<file path="src/rtl/fetch_unit_pkg.sv">
// ============================================================================
// Module : fetch_unit_pkg
// Brief  : Shared CPU definitions: fetch FSM encoding and fetch defaults.
// Rev    : 1.0 - initial release
// ============================================================================
`default_nettype none

package fetch_unit_pkg;

  typedef enum logic [1:0] {
    ST_IDLE  = 2'd0,
    ST_FETCH = 2'd1,
    ST_EXEC  = 2'd2,
    ST_HALT  = 2'd3
  } fetch_state_e;

  localparam logic [31:0] RESET_PC_DEFAULT = 32'h0000_0000;
  localparam int          MAX_WAIT_DEFAULT = 16;
  localparam int          WAIT_W           = 8;

endpackage

`default_nettype wire

</file>
<file path="src/rtl/fetch_unit_pc_reg.sv">
// ============================================================================
// Module : pc_reg
// Brief  : Program counter with next-PC mux (branch target / PC+4) and PC+8.
// Rev    : 1.0 - initial release
// ============================================================================
`default_nettype none

module pc_reg
  import fetch_unit_pkg::*;
#(
  parameter logic [31:0] RESET_PC = RESET_PC_DEFAULT
) (
  input  logic        clk,
  input  logic        rst_ni,
  input  logic        pc_en_i,
  input  logic        pcsrc_i,
  input  logic [31:0] result_i,
  output logic [31:0] pc_o,
  output logic [31:0] pc_plus8_o
);

  logic [31:0] pc_q;
  logic [31:0] pc_d;
  logic [31:0] w_pc_plus4;
  logic [31:0] w_target;

  // Branch targets are forced word-aligned; adders wrap modulo 2^32.
  assign w_target   = result_i & ~32'h0000_0003;
  assign w_pc_plus4 = pc_q + 32'd4;
  assign pc_plus8_o = pc_q + 32'd8;
  assign pc_o       = pc_q;

  // Next-PC selection: only advances when the fetch FSM retires an instruction.
  always_comb begin
    pc_d = pc_q;
    if (pc_en_i) begin
      pc_d = pcsrc_i ? w_target : w_pc_plus4;
    end
  end

  // PC register with asynchronous reset to the boot address.
  always_ff @(posedge clk or negedge rst_ni) begin
    if (!rst_ni) begin
      pc_q <= RESET_PC;
    end else begin
      pc_q <= pc_d;
    end
  end

endmodule

`default_nettype wire

</file>
<file path="src/rtl/fetch_unit.sv">
// ============================================================================
// Module : fetch_unit
// Brief  : Multi-cycle instruction fetch FSM with wait timeout and PC unit.
// Rev    : 1.0 - initial release
// ============================================================================
`default_nettype none

module fetch_unit
  import fetch_unit_pkg::*;
#(
  parameter logic [31:0] RESET_PC = RESET_PC_DEFAULT,
  parameter int          MAX_WAIT = MAX_WAIT_DEFAULT
) (
  input  logic        clk,
  input  logic        Reset,
  input  logic        PCSrc,
  input  logic [31:0] Result,
  input  logic        Hold,
  output logic        imem_req,
  output logic [31:0] imem_addr,
  input  logic [31:0] imem_rdata,
  input  logic        imem_ready,
  output logic [31:0] Instr,
  output logic        InstrValid,
  output logic [31:0] PC,
  output logic [31:0] PCPlus8,
  output logic        FetchErr
);

  localparam logic [WAIT_W-1:0] C_WAIT_LAST = WAIT_W'(MAX_WAIT - 1);

  fetch_state_e       state_q;
  logic [WAIT_W-1:0]  wait_q;
  logic [31:0]        instr_q;
  logic               imem_req_q;
  logic               instr_valid_q;
  logic               fetch_err_q;
  logic               w_pc_en;

  // The PC moves only when an executing instruction is released by Hold.
  assign w_pc_en = (state_q == ST_EXEC) && !Hold;

  pc_reg #(
    .RESET_PC (RESET_PC)
  ) u_pc_reg (
    .clk        (clk),
    .rst_ni     (Reset),
    .pc_en_i    (w_pc_en),
    .pcsrc_i    (PCSrc),
    .result_i   (Result),
    .pc_o       (PC),
    .pc_plus8_o (PCPlus8)
  );

  assign imem_addr  = PC;
  assign imem_req   = imem_req_q;
  assign Instr      = instr_q;
  assign InstrValid = instr_valid_q;
  assign FetchErr   = fetch_err_q;

  // Fetch FSM with registered outputs; HALT is left only through reset.
  always_ff @(posedge clk or negedge Reset) begin
    if (!Reset) begin
      state_q       <= ST_IDLE;
      wait_q        <= '0;
      instr_q       <= '0;
      imem_req_q    <= 1'b0;
      instr_valid_q <= 1'b0;
      fetch_err_q   <= 1'b0;
    end else begin
      case (state_q)
        ST_IDLE: begin
          state_q    <= ST_FETCH;
          imem_req_q <= 1'b1;
        end
        ST_FETCH: begin
          if (imem_ready) begin
            instr_q       <= imem_rdata;
            wait_q        <= '0;
            state_q       <= ST_EXEC;
            imem_req_q    <= 1'b0;
            instr_valid_q <= 1'b1;
          end else if (wait_q == C_WAIT_LAST) begin
            fetch_err_q <= 1'b1;
            state_q     <= ST_HALT;
            imem_req_q  <= 1'b0;
          end else begin
            wait_q <= wait_q + 1'b1;
          end
        end
        ST_EXEC: begin
          if (!Hold) begin
            state_q       <= ST_FETCH;
            imem_req_q    <= 1'b1;
            instr_valid_q <= 1'b0;
          end
        end
        ST_HALT: begin
          imem_req_q    <= 1'b0;
          instr_valid_q <= 1'b0;
        end
        default: begin
          state_q <= ST_IDLE;
        end
      endcase
    end
  end

endmodule

`default_nettype wire
</file>
<file path="config.mk">
export PLATFORM = sky130hd
export DESIGN_NAME = fetch_unit
export DESIGN_NICKNAME = d
export VERILOG_FILES = /design/src/rtl/fetch_unit_pkg.sv /design/src/rtl/fetch_unit_pc_reg.sv /design/src/rtl/fetch_unit.sv
export SDC_FILE = /design/constraint.sdc
export NUM_CORES = 1
export LEC_CHECK = 0
export CAP_MARGIN = 20
export CELL_PAD_IN_SITES_DETAIL_PLACEMENT = 0
export CELL_PAD_IN_SITES_GLOBAL_PLACEMENT = 1
export CORE_ASPECT_RATIO = 1.5
export CORE_MARGIN = 10
export CORE_UTILIZATION = 43
export CTS_CLUSTER_DIAMETER = 150
export DETAILED_ROUTE_END_ITERATION = 10
export DONT_BUFFER_PORTS = 1
export PLACE_DENSITY_LB_ADDON = 0.1
export SETUP_SLACK_MARGIN = 0.15
export SLEW_MARGIN = 10
export SYNTH_ARGS = -nofsm -noshare
export SYNTH_HDL_FRONTEND = slang
export SYNTH_HIERARCHICAL = 1
export SYNTH_SLANG_ARGS = --single-unit
</file>
<file path="constraint.sdc">
create_clock -name clk -period 1.7 [get_ports clk]
set_input_delay 0.17 -clock clk [delete_from_list [all_inputs] [get_ports clk]]
set_output_delay 0.17 -clock clk [all_outputs]
set_load 0.01 [all_outputs]
</file>
Word-level counts from Yosys, hierarchy flattened:

Cells that the tools add are included.

* register bits after elaboration: 77
* latch bits: 0
* RAM bits: 0
* ROM bits: 0
* input bits: 69
* output and inout bits: 131
* logic and storage cells: 44
* memories: 0

* $add $sub $neg: 3
* multipliers: 0
* divide/modulo/power cells: 0
* $lt $le $gt $ge: 0
* eq/ne operators: 8
* shifts and indexed selects: 0
* multiplexer cells: 14
* bitwise gates (word level): 1
* reduce and logical (&&, ||, !) cells: 11

Operator list (number)
* adder 32 x 3 -> 32 bit (second input constant): 1
* adder 32 x 4 -> 32 bit (second input constant): 1
* 2-to-1 mux 32 bit: 1
* 2-to-1 mux 8 bit: 2
* AND reduction 3 bit: 3
* adder 8 x 1 -> 8 bit (second input constant): 1
* equality test 8 x 4 -> 1 bit (second input constant): 1
* 2-to-1 mux 2 bit: 3
* != test 2 bit (second input constant): 3
* case mux 2 bit (3 select lines): 1
* AND reduction 2 bit: 3
* nonzero test 3 bit: 2
* 2-to-1 mux 1 bit: 5
* equality test 2 bit (second input constant): 2
* case mux 1 bit (4 select lines): 1
* != test 3 bit (second input constant): 1
* case mux 1 bit (3 select lines): 1
* equality test 2 x 1 -> 1 bit (second input constant): 1
* zero test 2 bit: 1
* logical AND 1 bit: 1
* zero test 1 bit: 1
* inverter 1 bit: 1

Longest topological paths before layout:

* word-level depth: 4
* gate-level depth with buffers: 7
* mapped depth without buffers: 6

By module:

The synthesis kept the hierarchy.

By module, submodules not included
* pc_reg: instances 1, cells each 313, area each 2511.2 µm², sequential area each 750.7 µm²
* fetch_unit: instances 1, cells each 168, area each 2262.2 µm², sequential area each 1126.1 µm²

Least setup slack after synthesis:

Ideal clock, no wire load.

* path type: flip-flop to output port
* from: register u_pc_reg.pc_q[3] (netlist: u_pc_reg/pc_o[3])
* to: output PCPlus8[17]
* arrival: 1.729 ns
* required time: 1.530 ns
* slack: -0.199 ns
* stages on the path, launching flop included: 6
* buffers on the path: 0
* path through: dfrtp_1 -> ha_1 -> nand3_1 -> nor4_2 -> nand3_1 -> xnor2_1

* word-level cells in the longest chain between the ends: 1

RTL lines
* from (decl): RTL line fetch_unit_pc_reg.sv:22 `logic [31:0] pc_q;`
* from (signal assigned): RTL line fetch_unit_pc_reg.sv:46 `pc_q <= pc_d;`
* adder 32 x 4 -> 32 bit: RTL line fetch_unit_pc_reg.sv:30 `assign pc_plus8_o = pc_q + 32'd8;`
* to (decl): RTL line fetch_unit.sv:26 `output logic [31:0] PCPlus8,`

Every way passes these cells.

Worst setup path in the final report:

* from: register u_pc_reg.pc_q[12] (netlist: u_pc_reg/pc_o[12])
* to: output PCPlus8[30]

Same word-level chain as after synthesis.

==> results.py <==
metrics = {
    "worst_hold_path": {
        "hold_class": "primary input to asynchronous set/reset pin",
    },
    "drt": {
        "drtPass1Iterations": 5,
        "post_drt_wl_per_cell_um": 21.8,
        "vias_per_cell": 5.71,
        "dr_total_vias": 4393,
        "wirelength_mm": 16.8,
        "drtIter0Drc": 243,
        "ant_nets": 0,
        "drc": 0,
    },
    "critical_path": {
        "r2r_end": "u_pc_reg/pc_o[25]",
        "crit_family": "simple AND/OR/NAND/NOR gates",
        "regToRegSetupSlack_ns": -0.15,
        "criticalPathCategory": "register to output pin",
        "crit_arrival_ns": 1.84,
        "end_kind": "output pin",
        "rr_worst_depth": 11,
        "worstPathMaxFanout": 4,
        "r2r_start": "u_pc_reg/pc_o[7]",
        "cp.required_ns": 1.53,
        "critPathSlowestCell": "dfrtp_2",
        "critPathBufInv": 0,
        "cpPeakStageDelay_ns": 0.44,
        "start_kind": "register",
        "path_cells": "nand4_4 > or2_4 > nor2_4 > nand4_1 > xnor2_2",
    },
    "yosys": {
        "yosysWarnings": 6,
        "synth-seq-cells": 75,
        "synthDistinctLibCells": 67,
        "seq_area_frac_synth_pct": 39.3,
        "postSynthAreaPerCell_sq_um": 9.92,
        "synth_area_sq_um": 4770,
        "synth_edf_count": 0,
        "ys.flop_type": "dfrtp_1",
        "synthCells": 481,
        "synthArstFlopShare_pct": 100,
    },
    "outcome": {
        "status": "finished with violations",
        "violations": "negative hold slack, negative setup slack",
    },
    "cells_and_area": {
        "drive_gt1_share_pct": 54.7,
        "fin_area_sq_um": 7400,
        "antenna_cells": 0,
        "fin_nets": 690,
        "fin_cells": 769,
        "syn2layout_area_growth_pct": 55.1,
    },
    "sta": {
        "fmax_mhz": 497,
        "period_minus_slack_ns": 2.01,
        "drv_slew": 0,
        "setup_violations": 43,
        "fin_tns_setup_ns": -6.93,
        "fin_skew_ns": 0.0107,
        "rsz0062_at_grt": "true",
        "holdWs_ns": -0.493,
        "post-route-period-util_pct": 118,
        "hold_violations": 76,
        "worst_slack_ns": -0.313,
    },
    "clock_tree": {
        "cts_max_path_buffers": 2,
        "h-tree-depth": 3,
        "hold_buffers": 36,
        "cts.clk_slew.worst_paths_ns": 0.07,
        "cts_tree": "yes",
        "cts_buffers": 9,
        "clk_latency_ns": 0.35,
        "clkSinkCount": 75,
        "cts_root_buf": "clkbuf_16",
    },
    "run": {
        "maxCapViolCount": 0,
    },
    "die": {
        "core_region_area_sq_um": 10900,
        "io_pins": 200,
        "num_rows": 47,
        "die_h_um": 149,
        "dieArea_sq_um": 15800,
        "start_util_pct": 43.6,
        "die_w_um": 106,
    },
    "placed_design": {
        "placed_cells": 661,
        "dp_hpwl_mm": 11.4,
        "routabilityCongestion": 0.827,
        "placed_cell_area_sq_um": 5550,
        "portBuffers": 0,
    },
    "power_and_ir_drop": {
        "peakVddDrop_v": 0.000852,
        "pwr_density_cell_nw_per_um2": 1270,
        "p_leak_nw": 3.35,
        "clkPwrFrac_pct": 20.4,
        "combPwrFrac_pct": 44.3,
        "switching_share_pct": 39.4,
        "switchingPower_mw": 3.71,
        "p_int_mw": 5.69,
        "seq_power_share_pct": 35.2,
    },
    "global_route": {
        "gr-total-overflow": 0,
        "grt_pass1_wl_mm": 25.8,
        "grt_pass1_vias": 4529,
        "grt.total_usage_pct": 20.5,
        "antenna_found_initial": 1,
        "grt_max_degree": 76,
    },
}
## sequential cells by signal (all words and copies together) (netlist names)
name / cells
u_pc_reg/pc_o: 30
FetchErr: 1
wait_q: 8
Instr: 32
state_q: 2
InstrValid: 1
imem_req: 1
## worst register-to-register path, cell delays in order, from the launching register on
cell	delay [ns]
dfrtp_2	0.46
buf_6	0.13
buf_6	0.10
buf_6	0.10
nand4_1	0.11
buf_6	0.13
buf_6	0.11
nor2_4	0.05
buf_12	0.13
buf_6	0.10
a41o_1	0.22
a21oi_2	0.12
## worst max-delay path by stage
| stage | start | cells after the start | endpoint | slack (ns) |
|---|---|---|---|---|
| CTS | u_pc_reg/pc_o[5] | 5 | PCPlus8[20] | -0.29 |
| floorplan | u_pc_reg/pc_o[23] | 7 | PCPlus8[31] | -0.02 |
| finish | u_pc_reg/pc_o[12] | 5 | PCPlus8[30] | -0.31 |
| global placement | u_pc_reg/pc_o[3] | 7 | PCPlus8[11] | -0.05 |
| detailed placement | u_pc_reg/pc_o[3] | 7 | PCPlus8[11] | -0.08 |
| global route | u_pc_reg/pc_o[3] | 7 | PCPlus8[11] | -0.39 |
## metrics by stage
step / setup slack, ns / utilization (%) / power, mW
final: -0.313 / 67.7 / 9.40
after global routing: -0.392 / 67.7 / 9.92
after CTS: -0.288 / 63.7 / 9.14
after detailed placement: -0.0755 / 50.7 / 6.39
after global placement: -0.0482 / 50.7 / 6.33
after floorplan: -0.0173 / - / 5.53
## metal layers
layer,wire [um],GRT usage [%],vias up
li1,-,-,1985
met1,5890,21.1,2200
met2,9200,37.3,175
met3,1300,6.70,31
met4,400,8.22,2
met5,13,0,-
## power groups by stage
stage | clock network (mW) | logic [mW] | registers [mW]
floorplan | 0 | 2.22 | 3.31
global placement | 0 | 3.04 | 3.29
detailed placement | 0 | 3.09 | 3.29
CTS | 1.95 | 3.89 | 3.30
global route | 2.04 | 4.48 | 3.40
finish | 1.92 | 4.17 | 3.31
## cells by family after synthesis
family          synth area share [%]
simple gates                    17.2
compound gates                  16.3
buf+inv                         10.5
flops                           39.3
mux                             10.5
xor+xnor                        5.14
fa+ha+maj                       1.05
other cells                   0.0786
## cell usage after synthesis (all sizes together) (3+ instances only)
master  instances  area, sq um
a41o            4         40.0
buf            56          408
a22oi           5         37.5
a22o           10         87.6
a211oi          4         42.5
a21oi          28          144
a21o            5         37.5
nor2b           4         25.0
o31ai           3         22.5
and2            5         33.8
nor3            7         35.0
xnor2          23          201
o21ai          22          110
clkbuf         15         58.8
a311oi          6         52.6
nor2           23         91.3
dfrtp          75         1880
nand4          14          109
and4            6         57.6
inv             8         30.0
o32ai           3         26.3
o22ai           8         50.1
nor4            7         95.1
xor2            5         43.8
nand2          41          164
a31oi           3         18.8
mux2           32          469
mux2i           3         30.0
ha              4         50.1
and3            7         43.8
nand3          24          120
## layout make-up
cell class | instances | area (sq um)
timing repair buffer | 193 | 1800
multi-input combinational | 329 | 3190
clock inverter | 7 | 65.1
tap | 147 | 184
inverter | 9 | 37.5
clock buffer | 9 | 225
fill | 832 | 3540
sequential | 75 | 1900
## layout by cell type (no fill, tap or decap), types with 8 or more instances in the layout
cell	synthesis	layout
a21oi_1	27	21
buf_6	5	43
nor2_1	21	11
xnor2_2	0	12
o21ai_0	20	11
mux2_4	29	29
dfrtp_2	0	17
a22o_1	10	10
dlygate4sd3_1	0	36
nand2_1	39	25
dfrtp_1	75	58
nand3_1	24	9
nor2_4	0	10
nand2_4	1	9
buf_4	39	107
nand3_2	0	10
o21ai_1	2	8
clkbuf_16	0	9
nand4_1	12	12
## what timing repair did
item	4_1_cts	5_1_grt
endpoints found under the setup margin	53	60
resized for setup	109	60
setup buffers	37	20
hold endpoints to repair	115	75
pin swaps	66	53
gates cloned	1	0
Note: power is estimated with default switching activity, not from simulation.
